`config.mk`:
```
export PLATFORM = sky130hd
export DESIGN_NAME = mem_arbiter
export DESIGN_NICKNAME = d
export VERILOG_FILES = /design/src/rtl/mem_arbiter_pkg.sv /design/src/rtl/mem_arbiter_pick.sv /design/src/rtl/mem_arbiter.sv
export SDC_FILE = /design/constraint.sdc
export NUM_CORES = 1
export LEC_CHECK = 0
export ABC_AREA = 1
export BUFFER_PORTS_ARGS = -buffer_cell sky130_fd_sc_hd__buf_2
export CAP_MARGIN = 10
export CORE_AREA = 3 3 126 128
export DETAILED_ROUTE_END_ITERATION = 16
export DIE_AREA = 0 0 129 131
export SYNTH_ARGS = -nofsm -noshare
export SYNTH_HDL_FRONTEND = slang
export SYNTH_SLANG_ARGS = --single-unit
```
`constraint.sdc`:
```
create_clock -name clk_i -period 2.7 [get_ports clk_i]
set_clock_uncertainty 0.2 [all_clocks]
set_input_delay 0.405 -clock clk_i [delete_from_list [all_inputs] [get_ports clk_i]]
set_output_delay 0.405 -clock clk_i [all_outputs]
set_load 0.05 [all_outputs]
```
`src/rtl/mem_arbiter_pkg.sv`:
```
// mem_arbiter_pkg: FSM state encoding and default widths shared by the mem_arbiter files.
package mem_arbiter_pkg;
    localparam int DEF_DATA_W = 32;
    localparam int DEF_LEN_W  = 3;
    typedef enum logic [1:0] {IDLE = 2'd0, REQ = 2'd1, DATA = 2'd2} state_t;
endpackage

```
`src/rtl/mem_arbiter_pick.sv`:
```
// mem_arb_pick: two-way winner select; ptr breaks a tie, otherwise the lone requester wins.
module mem_arb_pick
    import mem_arbiter_pkg::*;
(
    input  logic valid0,
    input  logic valid1,
    input  logic ptr,
    output logic index
);
    always_comb index = (valid0 && valid1) ? ptr : valid1;
endmodule

```
`src/rtl/mem_arbiter.sv`:
```
// mem_arbiter: two masters share one memory port via an IDLE/REQ/DATA burst FSM.
// Define MEM_ARB_RR_EN for round-robin tie-breaking; otherwise m0 has fixed priority.
module mem_arbiter
    import mem_arbiter_pkg::*;
#(
    parameter int DATA_W = DEF_DATA_W,
    parameter int LEN_W  = DEF_LEN_W
) (
    input  logic              clk_i,
    input  logic              rst_ni,
    input  logic              m0_req_valid,
    output logic              m0_req_ready,
    input  logic [LEN_W-1:0]  m0_req_len,
    input  logic [3:0]        m0_req_mask,
    input  logic [DATA_W-1:0] m0_req_addr,
    input  logic              m0_req_we,
    input  logic              m0_write_valid,
    input  logic [DATA_W-1:0] m0_write_data,
    output logic              m0_read_valid,
    output logic [DATA_W-1:0] m0_read_data,
    input  logic              m0_read_ack,
    input  logic              m1_req_valid,
    output logic              m1_req_ready,
    input  logic [LEN_W-1:0]  m1_req_len,
    input  logic [3:0]        m1_req_mask,
    input  logic [DATA_W-1:0] m1_req_addr,
    input  logic              m1_req_we,
    input  logic              m1_write_valid,
    input  logic [DATA_W-1:0] m1_write_data,
    output logic              m1_read_valid,
    output logic [DATA_W-1:0] m1_read_data,
    input  logic              m1_read_ack,
    output logic              s_req_valid,
    input  logic              s_req_ready,
    output logic [LEN_W-1:0]  s_req_len,
    output logic [3:0]        s_req_mask,
    output logic [DATA_W-1:0] s_req_addr,
    output logic              s_req_we,
    output logic              s_write_valid,
    output logic [DATA_W-1:0] s_write_data,
    input  logic              s_read_valid,
    input  logic [DATA_W-1:0] s_read_data,
    output logic              s_read_ack,
    output logic              grant,
    output logic              busy
);
    state_t           state;
    logic [LEN_W-1:0] len_q, cnt, cnt_nx;
    logic             we_q, pick, ptr, in_req, in_data, rd, wr, g_req_valid, beat, last, drop;

    mem_arb_pick u_pick (.valid0(m0_req_valid), .valid1(m1_req_valid), .ptr(ptr), .index(pick));

    // Forwarding is gated by rst_ni too, so every output is already 0 while reset is held.
    assign in_req      = rst_ni && state == REQ;
    assign in_data     = rst_ni && state == DATA;
    assign rd          = in_data && !we_q;
    assign wr          = in_data && we_q;
    assign g_req_valid = grant ? m1_req_valid : m0_req_valid;

    assign s_req_valid  = in_req && g_req_valid;
    assign s_req_len    = in_req ? (grant ? m1_req_len  : m0_req_len)  : '0;
    assign s_req_mask   = in_req ? (grant ? m1_req_mask : m0_req_mask) : '0;
    assign s_req_addr   = in_req ? (grant ? m1_req_addr : m0_req_addr) : '0;
    assign s_req_we     = in_req && (grant ? m1_req_we : m0_req_we);
    assign m0_req_ready = in_req && !grant && s_req_ready;
    assign m1_req_ready = in_req && grant && s_req_ready;

    assign s_write_valid = wr && (grant ? m1_write_valid : m0_write_valid);
    assign s_write_data  = wr ? (grant ? m1_write_data : m0_write_data) : '0;
    assign s_read_ack    = rd && (grant ? m1_read_ack : m0_read_ack);
    assign m0_read_valid = rd && !grant && s_read_valid;
    assign m1_read_valid = rd && grant && s_read_valid;
    assign m0_read_data  = (rd && !grant) ? s_read_data : '0;
    assign m1_read_data  = (rd && grant) ? s_read_data : '0;

    assign beat   = s_write_valid || (s_read_valid && s_read_ack);
    assign cnt_nx = cnt + 1'b1;
    assign last   = in_data && beat && cnt_nx == len_q;
    assign drop   = in_req && !g_req_valid;

`ifdef MEM_ARB_RR_EN
    always_ff @(posedge clk_i) begin
        if (!rst_ni)
            ptr <= 1'b0;
        else if (last || drop)
            ptr <= ~grant;
    end
`else
    assign ptr = 1'b0;
`endif

    always_ff @(posedge clk_i) begin
        if (!rst_ni) begin
            state <= IDLE;
            grant <= 1'b0;
            busy  <= 1'b0;
            cnt   <= '0;
            len_q <= '0;
            we_q  <= 1'b0;
        end else begin
            case (state)
                IDLE: if (m0_req_valid || m1_req_valid) begin
                    grant <= pick;
                    state <= REQ;
                    busy  <= 1'b1;
                end
                REQ: if (!g_req_valid) begin
                    state <= IDLE;
                    busy  <= 1'b0;
                end else if (s_req_ready) begin
                    len_q <= (s_req_len == '0) ? LEN_W'(1) : s_req_len;
                    we_q  <= s_req_we;
                    cnt   <= '0;
                    state <= DATA;
                end
                DATA: if (beat) begin
                    cnt <= cnt_nx;
                    if (last) begin
                        state <= IDLE;
                        busy  <= 1'b0;
                    end
                end
                default: begin
                    state <= IDLE;
                    busy  <= 1'b0;
                end
            endcase
        end
    end
endmodule

```
==> results of run 1 <==
kinds of logic (layout without fill, tap and decap cells):
| kind of cell | Yosys count | in the layout | synth area share, % |
|---|---|---|---|
| simple gates | 193 | 193 | 40.1 |
| compound gates | 91 | 91 | 31.0 |
| buf+inv | 79 | 395 | 17.0 |
| flops | 11 | 11 | 11.2 |
| fa+ha+maj | 1 | 1 | 0.635 |
sequential cells by signal (all words and copies together), names as in the netlist:
register,flops
grant,1
we_q,1
state,2
busy,1
cnt,3
len_q,3
per-layer routing:
layer	up-vias	part of all wire (%)	track usage (%)	wire [µm]
met2	119	51	18.4	5580
met5	-	0	0	0
met4	0	0.28	1.54	31
met1	1546	43	15.9	4660
li1	1828	-	-	-
met3	4	5.8	2.24	634
path summary, 6_finish.rpt:
check	start	to	cells after the start
worst max register to register	grant	state[1]	8
worst min register to register	cnt[1]	cnt[1]	2
worst min-delay path	m0_req_valid	grant	2
worst max-delay path	state[1]	m0_read_data[9]	6
report_power, final:
group	internal [W]	switching (W)	total (W)
sequential	0.000172	0.0000101	0.000182
combinational	0.000186	0.000329	0.000514
clock	0.000198	0.0000737	0.000272
metrics by stage:
stage / util [%] / instance area, µm²
2_1_floorplan: - / 1980
6_report: 26.0 / 3900
3_5_place_dp: 25.5 / 3820
4_1_cts: 26.0 / 3900
3_3_place_gp: 25.5 / 3820
5_1_grt: 26.0 / 3900
synth_stat cells:
library cell	number	share of area, %
nor2_4	3	1.7
a22oi_2	1	0.63
a31oi_1	2	0.63
buf_6	2	1.1
nand4_1	2	0.63
a22o_1	36	16
buf_2	7	1.8
nor2_2	5	1.6
inv_1	53	10
nand3_1	7	1.8
a211oi_1	1	0.38
nand2_2	1	0.32
buf_4	4	1.5
o211ai_1	1	0.38
nor2_1	71	14
a21oi_1	41	10
nand4_2	1	0.63
ha_1	1	0.63
o21ai_2	1	0.44
inv_2	1	0.19
nand2_1	99	19
dfxtp_1	11	11
clkbuf_1	12	2.3
o21ai_1	1	0.25
a22oi_1	1	0.38
o21ai_0	6	1.5
and2_1	1	0.32
nor3_1	3	0.76
layout make-up:
type / count / share of cell area [%]
multi-input combinational: 285 / 36.4
sequential: 11 / 5.68
inverter: 54 / 5.20
tap: 188 / 6.03
timing repair buffer: 337 / 44.7
clock buffer: 4 / 2.02
==> key figures, run 1 <==
Clock tree
  – Worst skew pair latency: 240 ps
  – # Post-CTS Setup Buffers: 0
  – Root Driver: clkbuf_16
  – Worst-case clock buffer depth: 2
  – CTS H-tree lvls: 1
  – CTS Hold Bufs: 0
  – Resize count post-CTS: 0
  – Clk sink count: 11
  – Num CTS Buffers: 3
  – CTS tree: done
  – Worst-path clk slew: 40 ps

Final layout
  – Fraction of layout cells with a size suffix above 1: 51.4%
  – Nets: 879
  – FILL cells: 1699
  – Commonest non-fill, non-tap cells in the layout: buf_2 (330), nand2_1 (99), nor2_1 (71)
  – Multi-input logic area: 0.00142 mm²
  – Most common cell after layout, fill and taps aside: buf_2
  – Layout area overhead: 97.9%
  – Antenna Cells: 0
  – Register Area: 221 µm²
  – Final cell count without fillers: 879

Global route
  – First-pass GRT wire length: 15500 µm
  – All-Layer GR Usage: 11.3%
  – Pin count of the biggest net entering global routing: 41
  – Total grt overflow: 0
  – Vias in the first global route: 3000
  – Initial antenna violation count: 0

Worst setup path
  – Worst Setup End Kind: primary output
  – Max Fanout on Critical Path: 33
  – Slowest CP cell: dfxtp_1
  – CP required: 2100 ps
  – Worst R2R Setup Slack: 760 ps
  – Buffers & Inverters on Critical Path: 2
  – Critical path's most frequent cell: nor2_1
  – Crit path arrival time: 1800 ps
  – Crit path cell chain: nand3_1 -> nor2_1 -> nand2_1 -> buf_4 -> nor2_1 -> buf_2
  – Top Family by Delay on Critical Path: simple AND/OR/NAND/NOR gates
  – CP Class: register to primary output
  – CP max stage delay: 430 ps
  – Critical Path Source Type: register

Detailed routing
  – DRT iter0 DRCs: 204
  – Total wire length: 10900 µm
  – # DRC: 0
  – Vias: 3497
  – Antenna-violating nets left: 0
  – Number of detailed-route iterations in the first pass: 5
  – Avg WL per Cell: 12.4 µm
  – Vias/cell: 3.98

Floorplanning
  – Die ar.: 0.0169 mm²
  – Die Ht: 131 µm
  – Initial Utilization: 13.2%
  – Die X: 129 µm
  – I/O Pins: 331
  – Row Count: 45
  – Std-Cell Core Area: 0.0150 mm²

STA
  – Final setup fails: 0
  – Setup_tns: 0 ps
  – Final Max Tran Viols: 0
  – Max Clock Freq: 0.415 GHz
  – Slew @ Worst Pin: 346 ps
  – Worst hold slack: 198 ps
  – RSZ-0062 raised after global routing: false
  – Fin worst setup slack: 293 ps
  – Minimum clock period: 2410 ps
  – Slew headroom: 76.9%
  – Final Hold Fails: 0
  – Fin crit share: 89.1%

Logic synthesis
  – Post-synthesis cell area: 0.00197 mm²
  – Synth Area per Inst: 5.26 µm²
  – Seq/Total Area, Yosys: 11.2%
  – Mapped Nets: 562
  – Yosys warnings: 0
  – Synth cell types: 28
  – Cells after Synth: 375
  – Synth Register Bits: 11

Hold path
  – Hold Crit Class: input port to register

Placed design
  – Inst Count DP: 875
  – Setup WS pre-CTS: 360 ps
  – Detailed Place HPWL: 9390 µm
  – # port buffers: 330
  – Routability cong.: 0.832

Power and ir drop
  – Leak pwr: 2.59 nW
  – PD cells: 248 mW/mm²
  – Peak supply drop: 141 µV
  – Total power: 0.000968 W

Status
  – Status: finished clean

Job
  – Max-Cap Viols: 0
Power figures use the tool's default switching activity.
==> run 2: changes to the inputs <==
- CORE_AREA: 3 3 126 128 -> 3 3 127 129
- DIE_AREA: 0 0 129 131 -> 0 0 130 132
- SYNTH_HIERARCHICAL: not set -> 1
==> run 2 against run 1 <==
Effect of this change:
- sequential share of layout area shrank 0.13 points
- register-to-register slack got worse by 230 ps
- final cell count rose by 0.46%
- via count rose by 1.8%
- clock-buffer cell count unchanged
- worst setup slack worse by 40 ps
- clock power fell by 2%
- worst hold slack improved by 61 ps
- synthesized cell count rose by 0.53%
- core utilization up 0.15 points
- critical endpoint is now s_req_mask[1]
- largest cell class unchanged
- largest power group unchanged
==> key figures, run 2 <==
Status
  – Status: finished clean (unchanged)

Clock tree
  – Resize count post-CTS: 0 (unchanged)
  – CTS H-tree lvls: 1 (unchanged)
  – Num CTS Buffers: 3 (unchanged)
  – Clk sink count: 11 (unchanged)
  – CTS Hold Bufs: 0 (unchanged)
  – Worst skew pair latency: 240 ps (about the same)
  – Worst-path clk slew: 40 ps (about the same)
  – CTS tree: done (unchanged)
  – Worst-case clock buffer depth: 2 (unchanged)
  – Root Driver: clkbuf_16 (unchanged)
  – # Post-CTS Setup Buffers: 0 (unchanged)

Floorplanning
  – Std-Cell Core Area: 0.0151 mm² (was 0.0150 mm²)
  – Row Count: 45 (unchanged)
  – Die X: 130 µm (was 129 µm)
  – Initial Utilization: 13.2% (about the same)
  – Die ar.: 0.0172 mm² (was 0.0169 mm²)
  – Die Ht: 132 µm (was 131 µm)
  – I/O Pins: 331 (unchanged)

Global route
  – Initial antenna violation count: 0 (unchanged)
  – First-pass GRT wire length: 15300 µm (was 15500 µm)
  – All-Layer GR Usage: 10.8% (was 11.3%)
  – Pin count of the biggest net entering global routing: 41 (unchanged)
  – Total grt overflow: 0 (unchanged)
  – Vias in the first global route: 3228 (was 3000)

Worst setup path
  – CP max stage delay: 320 ps (was 430 ps)
  – Worst R2R Setup Slack: 530 ps (was 760 ps)
  – Crit path cell chain: inv_1 -> nor2_2 -> nand2_2 -> nor2_4 -> buf_12 -> a22o_1 -> buf_2 (was nand3_1 -> nor2_1 -> nand2_1 -> buf_4 -> nor2_1 -> buf_2)
  – Critical Path Source Type: register (unchanged)
  – Reg2Reg Capture Point: cnt[0] (was state[1])
  – CP Class: register to primary output (unchanged)
  – Slowest CP cell: dfxtp_1 (unchanged)
  – Max Fanout on Critical Path: 31 (was 33)
  – CP required: 2100 ps (about the same)
  – Reg2Reg Launch Point: grant (unchanged)
  – Crit path arrival time: 1840 ps (was 1800 ps)
  – Worst Setup End Kind: primary output (unchanged)
  – R2R cell count: 10 (was 8)

Job
  – Max-Cap Viols: 0 (unchanged)

STA
  – RSZ-0062 raised after global routing: false (unchanged)
  – Final Hold Fails: 0 (unchanged)
  – Setup_tns: 0 ps (unchanged)
  – Final Max Tran Viols: 0 (unchanged)
  – Max Clock Freq: 0.409 GHz (was 0.415 GHz)
  – Minimum clock period: 2450 ps (was 2410 ps)
  – Fin worst setup slack: 253 ps (was 293 ps)
  – Final setup fails: 0 (unchanged)
  – Worst hold slack: 259 ps (was 198 ps)
  – Fin crit share: 90.6% (was 89.1%)

Detailed routing
  – # DRC: 0 (unchanged)
  – Vias/cell: 4.03 (was 3.98)
  – Antenna-violating nets left: 0 (unchanged)
  – Vias: 3561 (was 3497)
  – Avg WL per Cell: 12.0 µm (was 12.4 µm)
  – Number of detailed-route iterations in the first pass: 6 (was 5)
  – Total wire length: 10600 µm (was 10900 µm)
  – DRT iter0 DRCs: 87 (was 204)

Logic synthesis
  – Synth Area in XOR/XNOR: 0% (unchanged)
  – Main combinational cell family by area after synthesis: simple AND/OR/NAND/NOR gates (unchanged)
  – Synth Register Bits: 11 (unchanged)
  – Ys async rst share: 0% (unchanged)
  – Largest area contributor in the netlist: nand2_1 (unchanged)
  – Yosys warnings: 6 (was 0)
  – Post-synthesis simple-gate area fraction: 40.0% (was 40.1%)
  – Mapped Nets: 564 (was 562)
  – Synth cell types: 29 (was 28)
  – Post-synthesis mux area share: 0% (unchanged)
  – Synth Area per Inst: 5.31 µm² (was 5.26 µm²)
  – Post-synth top area share: 18.2% (was 18.9%)
  – Adder-cell share of the synthesized area: 0.625% (was 0.635%)
  – Post-synth EDFFs: 0 (unchanged)
  – Cells after Synth: 377 (was 375)
  – Most common cell in the synthesized netlist: nand2_1 (unchanged)
  – Post-synthesis cell area: 0.00200 mm² (was 0.00197 mm²)
  – Compound-gate portion of the synthesized area: 30.9% (was 31.0%)
  – Largest cells by area after synthesis: nand2_1 (18%), a22o_1 (16%), nor2_1 (14%), dfxtp_1 (11%), a21oi_1 (10%) (was nand2_1 (19%), a22o_1 (16%), nor2_1 (14%), dfxtp_1 (11%), a21oi_1 (10%))
  – Ys flop type: dfxtp_1 (unchanged)
  – Seq/Total Area, Yosys: 11.0% (was 11.2%)
  – Synth top cells by count: nand2_1 (97), nor2_1 (73), inv_1 (53), a21oi_1 (41), a22o_1 (36) (was nand2_1 (99), nor2_1 (71), inv_1 (53), a21oi_1 (41), a22o_1 (36))

Final layout
  – Fraction of layout cells with a size suffix above 1: 51.4% (about the same)
  – Layout area overhead: 98.1% (was 97.9%)
  – Nets: 883 (was 879)
  – Most common cell after layout, fill and taps aside: buf_2 (unchanged)
  – Regs by FF count: cnt (3), len_q (3), state (2) (unchanged)
  – Antenna Cells: 0 (unchanged)
  – Final Util: 26.2% (was 26.0%)
  – Commonest non-fill, non-tap cells in the layout: buf_2 (327), nand2_1 (97), nor2_1 (73) (was buf_2 (330), nand2_1 (99), nor2_1 (71))

Placed design
  – Routability cong.: 0.813 (was 0.832)
  – Setup WS pre-CTS: 402 ps (was 360 ps)
  – Detailed Place HPWL: 9170 µm (was 9390 µm)
  – # port buffers: 330 (unchanged)

Power and ir drop
  – Internal: 0.000577 W (was 0.000556 W)
  – Sw Ratio: 44.2% (was 42.6%)
  – Clk network pwr share: 25.8% (was 28.1%)
  – Peak supply drop: 129 µV (was 141 µV)
  – PD cells: 261 mW/mm² (was 248 mW/mm²)
  – Comb power frac: 56.0% (was 53.1%)
  – Leak pwr: 2.61 nW (was 2.59 nW)
  – Switching pwr: 0.000457 W (was 0.000412 W)
  – Seq pwr share: 18.2% (was 18.8%)

Hold path
  – Hold EP: we_q (was grant)
  – Hold depth: 3 (was 2)
  – Min-delay src: m1_req_we (was m0_req_valid)
  – Hold Crit Class: input port to register (unchanged)
run 2: worst max path at each step:
stage / end / from / cells past startpoint / slack (ps)
2_1_floorplan: s_write_data[22] / grant / 4 / 30
3_3_place_gp: s_req_mask[1] / rst_ni / 6 / 390
3_5_place_dp: s_req_mask[1] / rst_ni / 6 / 400
4_1_cts: s_req_valid / grant / 5 / 240
5_1_grt: s_req_len[1] / state[0] / 8 / 90
6_report: s_req_mask[1] / state[0] / 7 / 250
run 2: power by group through the flow:
stage / logic [W] / registers [W] / clock network (W)
floorplan: 0.000353 / 0.000198 / 0
global placement: 0.000580 / 0.000191 / 0
detailed placement: 0.000585 / 0.000191 / 0
CTS: 0.000587 / 0.000188 / 0.000270
global route: 0.000634 / 0.000189 / 0.000280
finish: 0.000579 / 0.000188 / 0.000267
run 2: layer usage:
metal	share of wire (%)	global-route usage [%]	wire length [µm]	up-vias
met4	0.60	1.56	64	0
met1	37	11.7	3970	1515
met3	8.6	1.42	915	8
met5	0	0	0	-
met2	53	21.9	5630	189
li1	-	-	-	1849
run 2: worst max-delay path, delay by kind of cell (launching register included):
| family | cells | cell delay, ps |
|---|---|---|
| AOI/OAI and AO/OA | 1 | 170 |
| buffers and inverters | 3 | 580 |
| DFF | 1 | 320 |
| and+or+nand+nor | 3 | 510 |
run 2: cell families (layout without fill, tap and decap cells):
logic type,after synthesis,count (layout)
AO/OA/AOI/OAI,92,92
other,1,1
adder cells (fa/ha/maj),1,1
AND/OR/NAND/NOR,193,193
flip-flops,11,11
buffers and inverters,79,397
run 2: cell type report:
class / instances / area [µm²]
repair buffers: 339 / 1790
fillers: 1722 / 11200
clock buffers: 4 / 78.8
flip-flops and latches: 11 / 220
multi-input cells: 287 / 1440
well taps: 188 / 235
inverters: 54 / 203
run 2: metrics by stage:
stage / instances / area, µm² / power [W]
global placement: 879 / 3890 / 0.000770
detailed placement: 879 / 3890 / 0.000775
CTS: 883 / 3970 / 0.00105
floorplan: 377 / 2010 / 0.000551
global route: 883 / 3970 / 0.00110
finish: 883 / 3970 / 0.00103
==> run 3: changes to the inputs <==
- clock period: 2.7 -> 2.3 ns (I/O delays scaled with it)
==> run 3 against run 2 <==
Effect of this change:
- flip-flop and latch count stayed put
- sequential share of layout area is 0.33 points lower
- final cell count is 0.23% higher
- routed wire length is 2.8% higher
==> key figures, run 3 (synthesis results as in run 2) <==
Status
  – Status: finished clean (unchanged)

STA
  – Slew headroom: 66.7%
  – Final setup fails: 0 (unchanged)
  – Fin crit share: 97.2%
  – Slew @ Worst Pin: 497 ps
  – Final Max Tran Viols: 0 (unchanged)
  – Max Clock Freq: 0.447 GHz
  – Worst hold slack: 185 ps (was 259 ps)
  – Final Hold Fails: 0 (unchanged)
  – Minimum clock period: 2240 ps

Floorplanning
  – Die Ht: 132 µm (unchanged)
  – I/O Pins: 331 (unchanged)
  – Std-Cell Core Area: 0.0151 mm² (unchanged)
  – Die ar.: 0.0172 mm² (unchanged)
  – Die X: 130 µm (unchanged)
  – Initial Utilization: 13.2% (unchanged)
  – Row Count: 45 (unchanged)

Worst setup path
  – CP Class: register to primary output (unchanged)
  – Reg2Reg Launch Point: grant (unchanged)
  – Crit path cell chain: inv_2 -> nor2_4 -> nand2_4 -> nor2_4 -> clkbuf_16 -> a22o_1 -> buf_4 (was inv_1 -> nor2_2 -> nand2_2 -> nor2_4 -> buf_12 -> a22o_1 -> buf_2)
  – Reg2Reg Capture Point: state[1] (was cnt[0])
  – Crit path arrival time: 1690 ps (was 1840 ps)
  – Slowest CP cell: dfxtp_1 (unchanged)
  – Critical Path Source Type: register (unchanged)
  – Buffers & Inverters on Critical Path: 3 (unchanged)
  – Critical path's most frequent cell: nor2_4
  – CP required: 1750 ps (was 2100 ps)
  – Top Family by Delay on Critical Path: buffers and inverters (unchanged)
  – Worst Setup End Kind: primary output (unchanged)
  – R2R cell count: 9 (was 10)
  – Max Fanout on Critical Path: 20 (was 31)
  – Worst R2R Setup Slack: 480 ps (was 530 ps)
  – CP max stage delay: 330 ps (was 320 ps)

Placed design
  – # port buffers: 330 (unchanged)
  – Detailed Place HPWL: 8790 µm (was 9170 µm)
  – Routability cong.: 0.821 (was 0.813)
  – Dpl cell area: 0.00402 mm² (was 0.00389 mm²)

Clock tree
  – CTS H-tree lvls: 1 (unchanged)
  – Num CTS Buffers: 3 (unchanged)
  – Worst-case clock buffer depth: 2 (unchanged)
  – CTS tree: done (unchanged)
  – Worst-path clk slew: 40 ps (about the same)
  – Root Driver: clkbuf_16 (unchanged)
  – CTS Hold Bufs: 0 (unchanged)
  – Clk sink count: 11 (unchanged)
  – Worst skew pair latency: 240 ps (about the same)

Final layout
  – Fraction of layout cells with a size suffix above 1: 56.4% (was 51.4%)
  – Commonest non-fill, non-tap cells in the layout: buf_2 (294), nand2_1 (97), nor2_1 (73) (was buf_2 (327), nand2_1 (97), nor2_1 (73))
  – Layout area overhead: 113% (was 98.1%)
  – Most common cell after layout, fill and taps aside: buf_2 (unchanged)
  – Final Util: 28.1% (was 26.2%)
  – Regs by FF count: cnt (3), len_q (3), state (2) (unchanged)
  – Final Cell Area: 0.00426 mm² (was 0.00397 mm²)
  – Antenna Cells: 0 (unchanged)
  – Nets: 885 (was 883)

Detailed routing
  – Vias: 3593 (was 3561)
  – Antenna-violating nets left: 0 (unchanged)
  – # DRC: 0 (unchanged)
  – Total wire length: 10900 µm (was 10600 µm)
  – DRT iter0 DRCs: 112 (was 87)
  – Vias/cell: 4.06 (was 4.03)
  – Avg WL per Cell: 12.3 µm (was 12.0 µm)
  – Number of detailed-route iterations in the first pass: 4 (was 6)

Global route
  – Initial antenna violation count: 0 (unchanged)
  – First-pass GRT wire length: 15700 µm (was 15300 µm)
  – Vias in the first global route: 3216 (was 3228)
  – All-Layer GR Usage: 10.9% (was 10.8%)
  – Total grt overflow: 0 (unchanged)
  – Pin count of the biggest net entering global routing: 42 (was 41)

Power and ir drop
  – PD cells: 303 mW/mm² (was 261 mW/mm²)
  – Leak pwr: 2.63 nW (was 2.61 nW)
  – Peak supply drop: 173 µV (was 129 µV)

Hold path
  – Hold EP: we_q (unchanged)
  – Min-delay src: m0_req_we (was m1_req_we)
  – Hold Crit Class: input port to register (unchanged)
  – Hold depth: 3 (unchanged)

Job
  – Max-Cap Viols: 0 (unchanged)
-- run 3: cell type report --
cell class                      count  area, µm²
Tap cell                          188        235
Multi-Input combinational cell    287       1570
Fill cell                        1693      10900
Clock buffer                        4       78.8
Inverter                           54        203
Sequential cell                    11        223
Timing Repair Buffer              341       1950
-- run 3: worst max path at each step --
stage | cells past startpoint | to | startpoint
4_1_cts | 8 | s_req_len[0] | state[0]
3_5_place_dp | 7 | s_req_addr[0] | rst_ni
3_3_place_gp | 7 | s_req_addr[0] | rst_ni
6_report | 7 | s_req_mask[0] | state[0]
2_1_floorplan | 6 | m0_read_data[10] | rst_ni
5_1_grt | 7 | s_req_mask[0] | state[0]
-- run 3: worst min-delay path: cells and delay by family --
kind | cells | cell delay, ps
buf+inv | 1 | 90
simple gates | 1 | 70
compound gates | 1 | 70
-- run 3: per-layer routing --
metal	part of all wire, %	global-route usage [%]	vias up	routed length (µm)
li1	-	-	1849	-
met1	40	13.3	1575	4400
met2	51	20.7	165	5600
met3	7.6	1.01	4	824
met4	0.49	1.79	0	53
met5	0	0	-	0
-- run 3: where the power goes --
| group | switching (W) | leakage, nW | internal (W) |
|---|---|---|---|
| sequential | 0.0000128 | 0.0907 | 0.000205 |
| clock | 0.0000931 | 0.0382 | 0.000234 |
| combinational | 0.000475 | 2.50 | 0.000274 |
-- run 3: stage by stage --
stage | setup WS [ps] | cells | setup TNS [ps] | total power (W)
global placement | 200 | 879 | 0 | 0.000940
finish | 64.4 | 885 | 0 | 0.00129
CTS | 2.36 | 883 | 0 | 0.00127
detailed placement | 191 | 879 | 0 | 0.000944
floorplan | 31.4 | 377 | 0 | 0.000665
global route | -13.5 | 885 | -13.5 | 0.00137
-- run 3: what timing repair did --
action	in CTS	in global routing
resized for setup	3	42
endpoints found under the setup margin	3	106
gates cloned	0	2
pin swaps	0	1
setup buffers	0	0
